### src/rtl/y86_seq_ctrl.sv
// y86_seq_ctrl: multi-cycle sequencer for the Y86 datapath.
// Steps each instruction through F, D, E, M, W and P. Each stage has a
// one-hot enable, and the fetch and data memory ports use ready handshakes.
// The Y86 status code is tracked here. The core parks in HALT on a halt
// instruction, an invalid icode, a memory fault or a memory timeout.
// Optional build macro: PERF_CNT_EN adds the cycle_cnt and inst_cnt counters.
module y86_seq_ctrl #(
  parameter int unsigned MEM_TIMEOUT = 15
) (
  input  logic       clk,
  input  logic       rst,
  input  logic       run,
  input  logic [3:0] icode,
  input  logic       rom_ready,
  input  logic       rom_error,
  input  logic       mem_ready,
  input  logic       mem_error,
  output logic       fetch_req,
  output logic       dec_en,
  output logic       exe_en,
  output logic       mem_req,
  output logic       mem_wr,
  output logic       wb_en,
  output logic       pc_en,
  output logic [2:0] stat,
  output logic       halted
`ifdef PERF_CNT_EN
  ,
  output logic [31:0] cycle_cnt,
  output logic [31:0] inst_cnt
`endif
);

  typedef enum logic [2:0] {
    S_IDLE = 3'd0,
    S_F    = 3'd1,
    S_D    = 3'd2,
    S_E    = 3'd3,
    S_M    = 3'd4,
    S_W    = 3'd5,
    S_P    = 3'd6,
    S_HALT = 3'd7
  } state_t;

  localparam logic [2:0] STAT_AOK = 3'd1;
  localparam logic [2:0] STAT_HLT = 3'd2;
  localparam logic [2:0] STAT_ADR = 3'd3;
  localparam logic [2:0] STAT_INS = 3'd4;

  // The last wait cycle before a stalled request becomes an address fault.
  localparam logic [7:0] WAIT_LAST = 8'(MEM_TIMEOUT - 1);

  state_t     state_q, state_d;
  logic [2:0] stat_q, stat_d;
  logic [7:0] wait_q, wait_d;
  logic       wr_q, wr_d;

  // mrmovl, rmmovl, call, ret, push and pop all touch data memory.
  function automatic logic is_mem_op(input logic [3:0] ic);
    return ic inside {4'h4, 4'h5, 4'h8, 4'h9, 4'hA, 4'hB};
  endfunction

  // Instructions that write registers without a memory access.
  function automatic logic is_reg_op(input logic [3:0] ic);
    return ic inside {4'h2, 4'h3, 4'h6};
  endfunction

  // Memory instructions that also update a register after the access.
  function automatic logic mem_then_wb(input logic [3:0] ic);
    return ic inside {4'h5, 4'h8, 4'h9, 4'hA, 4'hB};
  endfunction

  // Store-type memory instructions: rmmovl, call and push.
  function automatic logic is_store(input logic [3:0] ic);
    return ic inside {4'h4, 4'h8, 4'hA};
  endfunction

  // State, status, wait counter and the latched write flag.
  // NOTE: registered state is updated with <= so every flop samples
  // pre-edge values; blocking here would create order-dependent races.
  always_ff @(posedge clk or posedge rst) begin
    if (rst) begin
      state_q <= S_IDLE;
      stat_q  <= STAT_AOK;
      wait_q  <= '0;
      wr_q    <= 1'b0;
    end else begin
      state_q <= state_d;
      stat_q  <= stat_d;
      wait_q  <= wait_d;
      wr_q    <= wr_d;
    end
  end

  // Next-state logic. It also handles fault capture and the timeout count.
  always_comb begin
    // NOTE: defaults come first so every path assigns every signal;
    // a missing branch would otherwise infer a latch.
    state_d = state_q;
    stat_d  = stat_q;
    wait_d  = wait_q;
    wr_d    = wr_q;
    unique case (state_q)
      S_IDLE: if (run) state_d = S_F;
      S_F: begin
        if (rom_ready) begin
          if (rom_error) begin
            state_d = S_HALT;
            stat_d  = STAT_ADR;
          end else begin
            state_d = S_D;
          end
        end else if (wait_q == WAIT_LAST) begin
          state_d = S_HALT;
          stat_d  = STAT_ADR;
        end else begin
          wait_d = wait_q + 8'd1;
        end
      end
      S_D: begin
        if (icode == 4'h0) begin
          state_d = S_HALT;
          stat_d  = STAT_HLT;
        end else if (icode > 4'hB) begin
          state_d = S_HALT;
          stat_d  = STAT_INS;
        end else begin
          state_d = S_E;
        end
      end
      S_E: begin
        if (is_mem_op(icode)) begin
          state_d = S_M;
          wr_d    = is_store(icode);
        end else if (is_reg_op(icode)) begin
          state_d = S_W;
        end else begin
          state_d = S_P;
        end
      end
      S_M: begin
        if (mem_ready) begin
          if (mem_error) begin
            state_d = S_HALT;
            stat_d  = STAT_ADR;
          end else begin
            state_d = mem_then_wb(icode) ? S_W : S_P;
          end
        end else if (wait_q == WAIT_LAST) begin
          state_d = S_HALT;
          stat_d  = STAT_ADR;
        end else begin
          wait_d = wait_q + 8'd1;
        end
      end
      S_W:     state_d = S_P;
      S_P:     state_d = run ? S_F : S_IDLE;
      S_HALT:  state_d = S_HALT;
      default: state_d = S_IDLE;
    endcase
    // Each wait window starts fresh in the new state.
    if (state_d != state_q) wait_d = '0;
  end

  // Moore outputs: decoded only from registered state, never from inputs.
  always_comb begin
    fetch_req = (state_q == S_F);
    dec_en    = (state_q == S_D);
    exe_en    = (state_q == S_E);
    mem_req   = (state_q == S_M);
    mem_wr    = (state_q == S_M) && wr_q;
    wb_en     = (state_q == S_W);
    pc_en     = (state_q == S_P);
    halted    = (state_q == S_HALT);
    stat      = stat_q;
  end

`ifdef PERF_CNT_EN
  // Performance counters: active cycles and retired instructions.
  always_ff @(posedge clk or posedge rst) begin
    if (rst) begin
      cycle_cnt <= '0;
      inst_cnt  <= '0;
    end else begin
      if (state_q != S_IDLE && state_q != S_HALT) cycle_cnt <= cycle_cnt + 32'd1;
      if (state_q == S_P) inst_cnt <= inst_cnt + 32'd1;
    end
  end
`endif

endmodule

### config.mk
export PLATFORM = sky130hd
export DESIGN_NAME = y86_seq_ctrl
export DESIGN_NICKNAME = d
export VERILOG_FILES = /design/src/rtl/y86_seq_ctrl.sv
export SDC_FILE = /design/constraint.sdc
export NUM_CORES = 1
export LEC_CHECK = 0
export BUFFER_PORTS_ARGS = -buffer_cell sky130_fd_sc_hd__buf_2
export CORE_MARGIN = 2
export CORE_UTILIZATION = 50
export DETAILED_ROUTE_END_ITERATION = 10
export GPL_ROUTABILITY_DRIVEN = 0
export PLACE_DENSITY = 0.75
export SLEW_MARGIN = 20
export SYNTH_ARGS = -nofsm -noshare
export SYNTH_HDL_FRONTEND = slang
export SYNTH_SLANG_ARGS = --single-unit
### constraint.sdc
create_clock -name clk -period 2.2 [get_ports clk]
set_clock_uncertainty 0.1 [all_clocks]
set_input_delay 0 -clock clk [delete_from_list [all_inputs] [get_ports clk]]
set_output_delay 0 -clock clk [all_outputs]
set_load 0.05 [all_outputs]
==> results.sh, run 1 <==
export IMPL_status="completed"
export IMPL_ys_ff_latch=15
export IMPL_worstHoldStart="rom_ready"
export IMPL_final_cell_mix="buf_2 (21), dfrtp_1 (14), buf_4 (11), nor2_1 (10), nor3_1 (10)"
export IMPL_vias=1145
export IMPL_synthFlopType="dfrtp_1"
export IMPL_core_mm2=0.00221
export IMPL_cts_tree="yes"
export IMPL_setup_viol=0
export IMPL_final_common_cell="buf_2"
export IMPL_p_leak_nw=0.665
export IMPL_h_tree_depth=1
export IMPL_fmax_ghz=0.478
export IMPL_slew_violations=0
export IMPL_worstPathMaxFanout=8
export IMPL_drc_errors=0
export IMPL_avgSynthCellArea_um2=8.94
export IMPL_timing_worst_setup_path_type="register to register"
export IMPL_diodes=0
export IMPL_max_slew_worst_pin_slew_ns=0.574
export IMPL_ys_warn_count=0
export IMPL_dpl_hpwl_um=2210
export IMPL_seq_area_um2=377
export IMPL_area_delta_synth_final_pct=23.4
export IMPL_rsz0062_at_grt="no"
export IMPL_reg2reg_setup_slack_ns=0.11
export IMPL_grt_pass1_wl_um=4710
export IMPL_syn_nets=145
export IMPL_grt_ovfl_total=0
export IMPL_die_h_um=52.6
export IMPL_io_pins=22
export IMPL_wl_per_cell_um=14.6
export IMPL_synth_area_mm2=0.00118
export IMPL_required_ns=2.27
export IMPL_cp_arrival_ns=2.16
export IMPL_fin_crit_ns=2.09
export IMPL_initial_core_util_pct=53.3
export IMPL_ys_types=50
export IMPL_holdPathEnd="state_q[2]"
export IMPL_nets=181
export IMPL_die_area_mm2=0.00276
export IMPL_maxCapViolations=0
export IMPL_drt_wl_total_um=2860
export IMPL_relSlewSlack_pct=61.7
export IMPL_rows=17
export IMPL_hold_path_depth=4
export IMPL_postSynth_asyncResetShare_pct=100
export IMPL_vdd_ir_drop_max_uv=759
export IMPL_multiInputGateArea_um2=771
export IMPL_grt_pass1_vias=1034
export IMPL_nFillCells=179
export IMPL_syn_instance_count=132
export IMPL_antenna_found_initial=0
export IMPL_tritoncts_num_buffers=3
export IMPL_critical_path_startpoint_type="register"
export IMPL_seq_area_frac_synth_pct=31.9
export IMPL_dr_pass1_iters=5
export IMPL_ant_nets=0
export IMPL_r2r_end="wait_q[4]"
export IMPL_p_per_area_mw_per_mm2=1240
export IMPL_drive_gt1_share_pct=30.5
export IMPL_hold_path_class="primary input to register"
export IMPL_clock_latency_ns=0.29
export IMPL_cts_sinks=15
export IMPL_grt_max_degree=16
export IMPL_final_util_pct=65.8
export IMPL_setup_tns_ns=0
export IMPL_clk_pin_slew_ns=0.09
export IMPL_rr_worst_depth=7
export IMPL_synth_enable_flop_cells=0
export IMPL_r2r_start="wait_q[0]"
export IMPL_grt_usage_pct=23.5
export IMPL_die_x_um=52.6
export IMPL_clk_path_buf_depth=2
export IMPL_vias_per_cell=5.87
export IMPL_end_kind="register"
export IMPL_fin_crit_sh_pct=95.2
export IMPL_hold_viol=0
export IMPL_clock_root_buffer="clkbuf_4"
export IMPL_drt_iter0_drc=40
export IMPL_port_buffers=21
-- routing by layer --
layer,GRT usage (%),share of wire [%],up-vias,wire length [um]
met5,0,0,-,0
li1,-,-,562,-
met1,30.6,45,544,1300
met3,6.00,5.6,4,160
met4,9.83,1.5,0,42
met2,36.9,47,35,1360
-- sequential cells by signal (all words and copies together) (netlist names) --
name / cells
wait_q: 8
wr_q: 1
stat: 3
state_q: 3
-- cell usage after synthesis, types with 2 or more instances --
cell type	n	area, um^2
a21o_1	3	22.5
a21oi_1	7	35.0
and2_1	4	25.0
and3_1	2	12.5
clkbuf_1	2	7.51
dfrtp_1	14	350
ha_1	2	25.0
inv_1	7	26.3
nand2_1	8	30.0
nand2b_1	2	12.5
nand3_1	4	20.0
nand4_1	3	18.8
nor2_1	10	37.5
nor2b_1	4	25.0
nor3_1	10	50.1
nor3b_2	2	25.0
nor4_1	2	12.5
nor4_4	2	42.5
o21ai_0	8	40.0
or3b_1	2	17.5
xnor2_1	5	43.8
-- final cells by class --
type                       count  share of cell area, %
tap                           28                   2.41
sequential                    15                   25.9
clock inverter                 1                  0.515
clock buffer                   3                   1.55
multi-input combinational    106                   52.9
inverter                       7                   1.80
timing repair buffer          35                   14.9
-- where the power goes --
| part | internal [mW] | switching (mW) | total [mW] | leakage (nW) |
|---|---|---|---|---|
| Sequential | 0.351 | 0.0921 | 0.443 | 0.190 |
| Clock | 0.0693 | 0.0966 | 0.166 | 0.0139 |
| Combinational | 0.419 | 0.779 | 1.20 | 0.461 |
-- cell families (layout without fill, tap and decap cells) --
kind of cell             after synthesis  after routing  synth area share, %
flip-flops                            15             15                 31.9
adder cells (fa/ha/maj)                2              2                 2.12
multiplexers                           1              1                0.848
AND/OR/NAND/NOR                       63             63                 34.4
buffers and inverters                 11             46                 4.24
AO/OA/AOI/OAI                         34             34                 22.1
XOR/XNOR                               6              6                 4.45
-- repair_timing --
item                      in CTS  in global routing
resized for setup              0                  0
hold endpoints to repair      16                  0
setup buffers                  0                  0
hold buffers                   3                  0
-- per-stage QoR --
step	std cells	setup slack [ns]	cell area (um^2)	total power [mW]	hold slack, ns
2_1_floorplan	132	0.152	1200	1.33	-0.199
3_3_place_gp	188	0.176	1400	1.61	-0.0269
3_5_place_dp	188	0.122	1400	1.63	-0.0136
4_1_cts	195	0.108	1460	1.81	0.0616
5_1_grt	195	0.0176	1460	1.93	0.0857
6_report	195	0.106	1460	1.81	0.0706
-- critical path, stage by stage, from the launching register on --
cell and delay, ns:
dfrtp_1 0.39, inv_1 0.06, ha_1 0.15, nand4b_2 0.13, or4_4 0.45, a2111o_1 0.39
o211ai_2 0.18, nor3_1 0.10
-- worst max-delay path by stage --
stage	cells past startpoint	end	slack, ns	startpoint
2_1_floorplan	4	wait_q[0]	0.15	state_q[2]
3_3_place_gp	7	wait_q[6]	0.18	wait_q[0]
3_5_place_dp	7	wait_q[4]	0.12	wait_q[0]
4_1_cts	7	wait_q[4]	0.11	wait_q[0]
5_1_grt	6	wait_q[5]	0.02	wait_q[1]
6_report	7	wait_q[4]	0.11	wait_q[0]
Power figures use the tool's default switching activity.
==> run 2, diff against run 1 <==
Settings changed: BUFFER_PORTS_ARGS -buffer_cell sky130_fd_sc_hd__buf_2 to -buffer_cell sky130_fd_sc_hd__clkbuf_2.
==> results.sh, run 2 (same netlist as run 1, synthesis figures left out) <==
export IMPL_tritoncts_num_buffers=3
export IMPL_cts_tree="yes"
export IMPL_vias_per_cell=5.90
export IMPL_core_mm2=0.00221
export IMPL_vdd_ir_drop_max_uv=707
export IMPL_largest_reg_flops=8
export IMPL_drt_iter0_drc=30
export IMPL_die_h_um=52.6
export IMPL_grt_pass1_wl_um=4730
export IMPL_ant_nets=0
export IMPL_required_ns=2.27
export IMPL_maxCapViolations=0
export IMPL_max_slew_worst_pin_slew_ns=0.577
export IMPL_antenna_found_initial=0
export IMPL_io_pins=22
export IMPL_clk_pin_slew_ns=0.09
export IMPL_seq_area_um2=380
export IMPL_regMostFlops="wait_q"
export IMPL_grt_max_degree=16
export IMPL_die_x_um=52.6
export IMPL_hold_viol=0
export IMPL_rsz0062_at_grt="no"
export IMPL_clock_latency_ns=0.29
export IMPL_vias=1126
export IMPL_p_per_area_mw_per_mm2=1250
export IMPL_p_leak_nw=0.642
export IMPL_hold_path_class="primary input to register"
export IMPL_port_buffers=21
export IMPL_dr_pass1_iters=4
export IMPL_clock_root_buffer="clkbuf_4"
export IMPL_setup_viol=0
export IMPL_area_delta_synth_final_pct=21.7
export IMPL_grt_ovfl_total=0
export IMPL_grt_pass1_vias=1038
export IMPL_fin_crit_ns=2.12
export IMPL_critical_path_startpoint_type="register"
export IMPL_end_kind="register"
export IMPL_cts_sinks=15
export IMPL_wl_per_cell_um=15.1
export IMPL_h_tree_depth=1
export IMPL_drt_wl_total_um=2890
export IMPL_grt_usage_pct=23.6
export IMPL_post_cts_buffers=0
export IMPL_relSlewSlack_pct=61.5
export IMPL_final_util_pct=64.9
export IMPL_setup_tns_ns=0
export IMPL_timing_worst_setup_path_type="register to register"
export IMPL_final_cell_mix="clkbuf_2 (21), dfrtp_1 (11), nor2_1 (10), nor3_1 (10)"
export IMPL_fin_crit_sh_pct=96.3
export IMPL_cp_arrival_ns=2.19
export IMPL_drive_gt1_share_pct=30.7
export IMPL_die_area_mm2=0.00276
export IMPL_clk_path_buf_depth=2
export IMPL_worstPathMaxFanout=8
export IMPL_multiInputGateArea_um2=779
export IMPL_slew_violations=0
export IMPL_nets=177
export IMPL_fmax_ghz=0.472
export IMPL_nFillCells=198
export IMPL_rows=17
export IMPL_status="completed"
export IMPL_dpl_hpwl_um=2170
export IMPL_drc_errors=0
export IMPL_initial_core_util_pct=53.3
export IMPL_final_common_cell="clkbuf_2"
export IMPL_diodes=0
run 2: layer usage:
metal,share of wire [%],GRT usage (%)
met1,45,31.1
met2,49,37.9
met3,4.7,6.00
met4,0.80,6.84
met5,0,0
run 2: critical path, stage by stage, from the launching register on:
cell      delay (ns)
dfrtp_1         0.39
inv_1           0.06
ha_1            0.15
nand4b_2        0.14
or4_4           0.47
a2111o_1        0.44
o211ai_4        0.17
nor3_1          0.09
run 2: worst paths after layout:
check,startpoint,depth (start not counted),slack [ns],to
min in group asynchronous,rst,3,0.20,stat[1]
worst min-delay path,rom_ready,4,0.08,state_q[2]
worst min register to register,stat[2],2,0.45,stat[2]
worst max register to register,wait_q[0],7,0.08,wait_q[4]
max in group asynchronous,rst,3,1.39,state_q[0]
worst max-delay path,wait_q[0],7,0.08,wait_q[4]
run 2: per-stage QoR:
stage | total power, mW | cells | setup slack (ns) | hold slack (ns) | area (um^2)
6_report | 1.80 | 191 | 0.0804 | 0.0766 | 1440
5_1_grt | 1.92 | 191 | 0.00465 | 0.119 | 1440
4_1_cts | 1.76 | 191 | 0.0458 | 0.0709 | 1420
3_5_place_dp | 1.60 | 184 | 0.0523 | -0.0435 | 1370
3_3_place_gp | 1.57 | 184 | 0.177 | -0.0533 | 1370
2_1_floorplan | 1.33 | 132 | 0.152 | -0.199 | 1200
run 2: area by class of cell:
cell class / instances / share of cell area (%)
Multi-Input combinational cell: 106 / 54.3
Sequential cell: 15 / 26.5
Clock buffer: 3 / 1.57
Inverter: 7 / 1.83
Tap cell: 28 / 2.44
Timing Repair Buffer: 31 / 13.1
Clock inverter: 1 / 0.348
run 2: what timing repair did:
item                                   in CTS  in global routing
resized for setup                           0                  4
hold buffers                                3                  0
setup endpoints to repair                   0                  8
endpoints found under the hold margin      17                  0
run 2: power breakdown:
group | switching [mW] | total [mW] | internal, mW
logic | 0.783 | 1.17 | 0.391
registers | 0.107 | 0.463 | 0.356
clock network | 0.0906 | 0.158 | 0.0677
total | 0.981 | 1.80 | 0.814
